`src/rtl/seq_mult_pkg.sv`:
```
// Shared definitions for the sequential shift-add multiplier: state encoding and a
// constant-evaluable clog2 for deriving counter widths.
package seq_mult_pkg;

   typedef enum logic [1:0] {
      S_IDLE = 2'd0,
      S_BUSY = 2'd1,
      S_DONE = 2'd2
   } state_e;

   function automatic int clog2(input int value);
      int r;
      r = 0;
      while ((1 << r) < value) begin
         r = r + 1;
      end
      return r;
   endfunction

endpackage

```
`src/rtl/seq_mult_abs.sv`:
```
// Combinational magnitude/sign split of one operand for the sequential multiplier.
// The most negative value maps to 2^(WIDTH-1), which still fits as an unsigned WIDTH-bit magnitude.
module seq_mult_abs #(
   parameter int WIDTH = 8
) (
   input  logic [WIDTH-1:0] value,
   input  logic             is_signed,
   output logic [WIDTH-1:0] magnitude,
   output logic             sign
);

   always_comb begin
      sign      = is_signed & value[WIDTH-1];
      magnitude = sign ? ({WIDTH{1'b0}} - value) : value;
   end

endmodule

```
`src/rtl/seq_mult_hs.sv`:
```
// Shift-add sequential multiplier with valid/ready handshakes, signed or unsigned at runtime.
// Define SEQ_MULT_EARLY_TERM_EN to leave BUSY as soon as the remaining multiplier is zero.
module seq_mult_hs
   import seq_mult_pkg::*;
#(
   parameter int WIDTH = 8
) (
   input  logic                 clk,
   input  logic                 rst,
   input  logic                 in_valid,
   output logic                 in_ready,
   input  logic [WIDTH-1:0]     a,
   input  logic [WIDTH-1:0]     b,
   input  logic                 is_signed,
   output logic                 out_valid,
   input  logic                 out_ready,
   output logic [2*WIDTH-1:0]   p,
   output logic                 busy
);

   localparam int CNT_W = clog2(WIDTH + 1);
   localparam int PW    = 2 * WIDTH;
   localparam logic [CNT_W-1:0] CNT_LAST = CNT_W'(WIDTH);

   state_e           state_q, state_d;
   logic [PW-1:0]    mcand_q, mcand_d;
   logic [WIDTH-1:0] mplier_q, mplier_d;
   logic [PW-1:0]    acc_q, acc_d;
   logic [CNT_W-1:0] cnt_q, cnt_d;
   logic             neg_q, neg_d;
   logic [PW-1:0]    p_q, p_d;

   logic [WIDTH-1:0] a_mag, b_mag;
   logic             a_sgn, b_sgn;
   logic             iter_done;

   seq_mult_abs #(.WIDTH(WIDTH)) u_abs_a (
      .value     (a),
      .is_signed (is_signed),
      .magnitude (a_mag),
      .sign      (a_sgn)
   );

   seq_mult_abs #(.WIDTH(WIDTH)) u_abs_b (
      .value     (b),
      .is_signed (is_signed),
      .magnitude (b_mag),
      .sign      (b_sgn)
   );

   // The exit decision looks at registered state, so the final accumulate lands one edge before p is loaded.
`ifdef SEQ_MULT_EARLY_TERM_EN
   assign iter_done = (cnt_q == CNT_LAST) || ((mplier_q == '0) && (cnt_q != '0));
`else
   assign iter_done = (cnt_q == CNT_LAST);
`endif

   always_comb begin
      state_d  = state_q;
      mcand_d  = mcand_q;
      mplier_d = mplier_q;
      acc_d    = acc_q;
      cnt_d    = cnt_q;
      neg_d    = neg_q;
      p_d      = p_q;

      case (state_q)
         S_IDLE: begin
            if (in_valid) begin
               mcand_d  = {{WIDTH{1'b0}}, a_mag};
               mplier_d = b_mag;
               neg_d    = a_sgn ^ b_sgn;
               acc_d    = '0;
               cnt_d    = '0;
               state_d  = S_BUSY;
            end
         end
         S_BUSY: begin
            if (iter_done) begin
               p_d     = neg_q ? ({PW{1'b0}} - acc_q) : acc_q;
               state_d = S_DONE;
            end else begin
               if (mplier_q[0]) begin
                  acc_d = acc_q + mcand_q;
               end
               mcand_d  = mcand_q << 1;
               mplier_d = mplier_q >> 1;
               cnt_d    = cnt_q + CNT_W'(1);
            end
         end
         S_DONE: begin
            if (out_ready) begin
               state_d = S_IDLE;
            end
         end
         default: state_d = S_IDLE;
      endcase
   end

   always_comb begin
      in_ready  = (state_q == S_IDLE);
      out_valid = (state_q == S_DONE);
      busy      = (state_q != S_IDLE);
      p         = p_q;
   end

   always_ff @(posedge clk or negedge rst) begin
      if (!rst) begin
         state_q  <= S_IDLE;
         mcand_q  <= '0;
         mplier_q <= '0;
         acc_q    <= '0;
         cnt_q    <= '0;
         neg_q    <= 1'b0;
         p_q      <= '0;
      end else begin
         state_q  <= state_d;
         mcand_q  <= mcand_d;
         mplier_q <= mplier_d;
         acc_q    <= acc_d;
         cnt_q    <= cnt_d;
         neg_q    <= neg_d;
         p_q      <= p_d;
      end
   end

endmodule

```
`config.mk`:
```
export PLATFORM = sky130hd
export DESIGN_NAME = seq_mult_hs
export DESIGN_NICKNAME = d
export VERILOG_FILES = /design/src/rtl/seq_mult_pkg.sv /design/src/rtl/seq_mult_abs.sv /design/src/rtl/seq_mult_hs.sv
export SDC_FILE = /design/constraint.sdc
export NUM_CORES = 1
export LEC_CHECK = 0
export CORE_MARGIN = 4
export CORE_UTILIZATION = 30
export DETAILED_ROUTE_END_ITERATION = 12
export SYNTH_ARGS = -nofsm -noshare
export SYNTH_HDL_FRONTEND = slang
export SYNTH_SLANG_ARGS = --single-unit
```
`constraint.sdc`:
```
create_clock -name clk -period 2.95 [get_ports clk]
set_input_delay 0.59 -clock clk [delete_from_list [all_inputs] [get_ports clk]]
set_output_delay 0.59 -clock clk [all_outputs]
set_load 0.02 [all_outputs]
```
Word level (Yosys, flattened, before mapping)
Cells that the tools add are included.

Input port bits: 21. Bits in registers: 63. Logic and storage cells: 51.

Reduce and logical (&&, ||, !) cells: 8. Bitwise logic cells: 3. Add/subtract/negate cells: 5. Equality and inequality tests: 8. Mux-type cells: 20.

Operator list (count): 16-bit two-way mux (6); 16-bit one-hot mux with 2 select lines (2); 8-bit two-way mux (4); 16-bit adder (1); 8-bit one-hot mux with 2 select lines (1); 1-bit by 16-bit subtractor with 16-bit output, first input constant (1); 1-bit by 8-bit subtractor with 8-bit output, first input constant (2); 4-bit two-way mux (2); 2-bit inequality test, second input constant (4); 4-bit one-hot mux with 2 select lines (1); 2-bit two-way mux (3); 2-bit one-hot mux with 3 select lines (1); 3-bit AND reduction (2); 4-bit by 1-bit adder with 4-bit output, second input constant (1); 4-bit equality test, second input constant (1); 2-bit AND reduction (2); 4-bit AND reduction (1); 2-bit nonzero test (2); 1-bit AND (2); 2-bit by 1-bit equality test with 1-bit output, second input constant (1); 2-bit equality test, second input constant (1); 2-bit zero test (1); 2-bit by 1-bit inequality test with 1-bit output, second input constant (1); 1-bit bitwise XOR (1).

Longest topological paths before layout
Word-level depth: 4. Depth in mapped cells: 9. Depth with buffers taken out: 9.

Hierarchy
Synthesis repeated with hierarchy kept, for this count alone.

Cells, all modules: 447. Area total of the unflattened synthesis: 3947.5 sq um.

By module, submodules not included: seq_mult_hs (cells an instance 397, times used 1, seq. area each 1576.5 sq um, area each 3639.7 sq um); seq_mult_abs (cells an instance 25, times used 2, seq. area each 0.0 sq um, area each 153.9 sq um).

Worst setup path after synthesis
No wires, ideal clock.

Path type: register -> register. Start point: reg acc_q[8]. End point: reg acc_q[13]. Setup slack: 790 ps. Cell stages (with the launch flop): 8. Arrival time: 2029 ps. Path through: dfrtp_1 ha_1 a21oi_1 o21a_1 o21ai_1 a221o_1 and4b_1 or3_1.

Cells in the longest elaborated chain, start to end: 4.

RTL lines: start: declaration (line seq_mult_hs.sv:28) `logic [PW-1:0] acc_q, acc_d;`; start signal: assignment (line seq_mult_hs.sv:112) `acc_q <= '0;`; start signal: assignment (line seq_mult_hs.sv:120) `acc_q <= acc_d;`; 16-bit adder (line seq_mult_hs.sv:84) `acc_d = acc_q + mcand_q;`; 16-bit two-way mux (line seq_mult_hs.sv:83) `if (mplier_q[0]) begin`; 16-bit two-way mux (line seq_mult_hs.sv:79) `if (iter_done) begin`; 16-bit one-hot mux with 2 select lines (line seq_mult_hs.sv:67) `case (state_q)`.

No other way between the ends. The select of a mux whose other input is x is not followed. A chain may end at the register's enable or synchronous reset.

Worst setup path after layout
Start point: reg acc_q[0]. End point: reg acc_q[12].

The elaborated chain is that of the path after synthesis.

==> load_flow_metrics.sql <==
INSERT INTO impl_metrics (metric_group, metric, value, unit) VALUES
('timing', 'fin_setup_tns', '0', 'ns'),
('die', 'dieArea', '0.0149', 'sq mm'),
('route', 'drtIter0Drc', '172', ''),
('logic_synthesis', 'postSynthCellCount', '463', ''),
('clock_tree', 'postCtsSetupRepairBufs', '0', ''),
('die', 'die_width', '122', 'microns'),
('route', 'post_drt_via_cell_ratio', '4.89', ''),
('finish', 'drive_gt1_frac', '0.0560', ''),
('logic_synthesis', 'yosysUniqueCellTypes', '48', ''),
('setup_path', 'worst_setup_path_start_kind', 'flip-flop', ''),
('timing', 'clock-skew-final', '0.00493', 'ns'),
('route', 'post_detailed_route_drc_marker_count', '0', ''),
('logic_synthesis', 'synth_fp_nets', '505', ''),
('setup_path', 'cp_launch_point', 'acc_q[0]', ''),
('logic_synthesis', 'post-synth-top-area-cell', 'sky130_fd_sc_hd__dfrtp_1', ''),
('setup_path', 'timing.reg2reg.worst_path_depth', '9', ''),
('timing', 'layout_worst_path_cycle_share', '0.795', ''),
('clock_tree', 'cts.hold.buffers_added', '0', ''),
('die', 'placementRows', '41', ''),
('finish', 'fin_nets', '540', ''),
('placed_design', 'globalplace.congestion', '0.942', ''),
('setup_path', 'crit_fanout', '4', ''),
('setup_path', 'worstReg2RegStart', 'acc_q[0]', ''),
('setup_path', 'critical-path-max-stage-delay', '0.48', 'ns'),
('finish', 'top_library_cells_by_usage_in_the_layout_fill_and_taps_aside', '79 x sky130_fd_sc_hd__nand2_1, 63 x sky130_fd_sc_hd__dfrtp_1, 56 x sky130_fd_sc_hd__o21ai_0', ''),
('min_path', 'hold_class', 'in -> async', ''),
('setup_path', 'crit_required', '3.21', 'ns'),
('finish', 'final_util', '0.374', ''),
('timing', 'report.final.setup_viol', '0', ''),
('setup_path', 'critical_path.top_delay_family', 'simple AND/OR/NAND/NOR gates', ''),
('clock_tree', 'clock_tree.htree_level_count', '3', ''),
('job', 'max_cap_viol_count', '0', ''),
('logic_synthesis', 'yosys-top-cells-area', 'sky130_fd_sc_hd__dfrtp_1 40%, sky130_fd_sc_hd__nand2_1 7.6%, sky130_fd_sc_hd__o21ai_0 7.2%, sky130_fd_sc_hd__ha_1 6.4%, sky130_fd_sc_hd__a21oi_1 4.5%', ''),
('route', 'postRouteAntennaNets', '0', ''),
('placed_design', 'post-place-cells', '659', ''),
('setup_path', 'cp_bufs_invs', '1', ''),
('placed_design', 'detailed_place_hpwl', '6490', 'microns'),
('route', 'vias', '3289', ''),
('setup_path', 'worst_r2r_setup_slack', '0.60', 'ns'),
('outcome', 'run_status', 'finished, final reports clean', ''),
('clock_tree', 'cts_buffers', '9', ''),
('logic_synthesis', 'synth-edff-count', '0', ''),
('setup_path', 'critPathSlowestCell', 'sky130_fd_sc_hd__or4_1', ''),
('timing', 'drv_slew', '0', ''),
('timing', 'timing.slew.headroom', '0.458', ''),
('global_route', 'first_global_vias', '3199', ''),
('setup_path', 'crit_type', 'reg -> reg', ''),
('logic_synthesis', 'syn_area_per_cell', '8.42', 'sq um'),
('logic_synthesis', 'fraction_of_post_synthesis_cell_area_in_the_top_cell_type_by_area', '0.404', ''),
('clock_tree', 'quantity_of_gates_resized_following_cts', '0', ''),
('clock_tree', 'clk_root_buffer_cell', 'sky130_fd_sc_hd__clkbuf_16', ''),
('global_route', 'grt_antenna_before_repair', '0', ''),
('power_and_ir_drop', 'p_leak', '0.00209', 'uW'),
('logic_synthesis', 'number_of_synthesized_register_bits', '63', ''),
('setup_path', 'arrival', '2.60', 'ns'),
('logic_synthesis', 'synth_area', '0.00390', 'sq mm'),
('setup_path', 'critical_path.endpoint_type', 'flip-flop', ''),
('global_route', 'grt_pass1_wl', '15100', 'microns'),
('finish', 'areaGrowthSynthToFinish', '21.6', '%'),
('clock_tree', 'tritoncts', 'built', ''),
('timing', 'max_slew.worst_pin.slew', '0.812', 'ns'),
('timing', 'rsz0062_at_grt', 'no', ''),
('finish', 'most_common_cell_after_layout_fill_and_taps_aside', 'sky130_fd_sc_hd__nand2_1', ''),
('clock_tree', 'maximum_buffer_depth_of_the_clock_tree', '2', ''),
('clock_tree', 'worst_skew_pair.late_latency', '0.32', 'ns'),
('timing', 'hold_viol_final', '0', ''),
('die', 'die_span_y', '122', 'microns'),
('global_route', 'groute.usage.overall', '0.126', ''),
('setup_path', 'timing.critical_path.cells', 'ha_1, inv_1, fa_1, nor2b_1, o21bai_1, a21boi_0, o22ai_1, or4_1, nand3_1', ''),
('die', 'initial_utilization', '0.308', ''),
('die', 'top_level_ports', '40', '');
==> how the worst max path moves through the flow <==
| stage | depth (start not counted) | to | slack, ns |
|---|---|---|---|
| floorplan | 7 | acc_q[13] | 0.79 |
| global placement | 9 | acc_q[12] | 0.67 |
| detailed placement | 9 | acc_q[14] | 0.63 |
| CTS | 9 | acc_q[12] | 0.61 |
| global route | 9 | acc_q[14] | 0.41 |
| finish | 9 | acc_q[12] | 0.60 |
==> cells by family after synthesis <==
| kind of cell | share of synthesized area |
|---|---|
| AND/OR/NAND/NOR | 0.206 |
| AO/OA/AOI/OAI | 0.190 |
| flip-flops | 0.404 |
| buffers and inverters | 0.0462 |
| XOR/XNOR | 0.0741 |
| adder cells (fa/ha/maj) | 0.0693 |
| multiplexers | 0.0103 |
==> metrics by stage <==
stage	setup WS (ns)	area, sq um	hold slack (ns)	power (uW)
6_report	0.605	4740	0.349	4760
5_1_grt	0.406	4740	0.415	5210
4_1_cts	0.613	4740	0.372	4810
3_5_place_dp	0.627	4470	0.469	3820
3_3_place_gp	0.675	4470	0.465	3790
2_1_floorplan	0.790	3900	0.294	3130
==> cell type report <==
cell class | count | area, sq um | share of cell area
Tap cell | 172 | 215 | 0.0454
Multi-Input combinational cell | 358 | 2140 | 0.452
Inverter | 18 | 67.6 | 0.0143
Timing Repair Buffer | 48 | 465 | 0.0982
Clock inverter | 1 | 5.00 | 0.00106
Sequential cell | 63 | 1580 | 0.333
Clock buffer | 12 | 267 | 0.0562
==> where the power goes <==
part | internal, uW | switching, uW
clock network | 619 | 338
logic | 967 | 1300
registers | 1200 | 336
==> sequential cells by signal, summed over array words and instances, names as in the netlist <==
| name | count |
|---|---|
| mcand_q | 16 |
| p | 16 |
| mplier_q | 8 |
| neg_q | 1 |
| acc_q | 16 |
| cnt_q | 4 |
| state_q | 2 |
==> cells in the mapped netlist (3+ instances only) <==
| master | n |
|---|---|
| sky130_fd_sc_hd__a21oi_1 | 35 |
| sky130_fd_sc_hd__a21boi_0 | 3 |
| sky130_fd_sc_hd__o21a_1 | 3 |
| sky130_fd_sc_hd__xnor2_1 | 17 |
| sky130_fd_sc_hd__o31ai_1 | 5 |
| sky130_fd_sc_hd__or3_1 | 6 |
| sky130_fd_sc_hd__o21ai_0 | 56 |
| sky130_fd_sc_hd__nand3_1 | 32 |
| sky130_fd_sc_hd__nor2_1 | 28 |
| sky130_fd_sc_hd__dfrtp_1 | 63 |
| sky130_fd_sc_hd__inv_1 | 18 |
| sky130_fd_sc_hd__nand2_1 | 79 |
| sky130_fd_sc_hd__clkbuf_1 | 20 |
| sky130_fd_sc_hd__nor3_1 | 6 |
| sky130_fd_sc_hd__buf_6 | 3 |
| sky130_fd_sc_hd__nor2b_1 | 3 |
| sky130_fd_sc_hd__xor2_1 | 16 |
| sky130_fd_sc_hd__nand4_1 | 4 |
| sky130_fd_sc_hd__nand2b_1 | 5 |
| sky130_fd_sc_hd__mux2i_1 | 4 |
| sky130_fd_sc_hd__ha_1 | 20 |
| sky130_fd_sc_hd__a31oi_1 | 5 |
| sky130_fd_sc_hd__a21o_1 | 3 |
==> layer usage <==
metal  share of wire  global-route usage  vias up  wire length, microns
met5               0                   0        -                     0
met4           0.018              0.0427        0                   158
met3           0.044              0.0320       15                   382
met2            0.46               0.209       70                  3990
met1            0.48               0.161     1511                  4210
li1                -                   -     1693                     -
(Power assumes the default switching activity.)
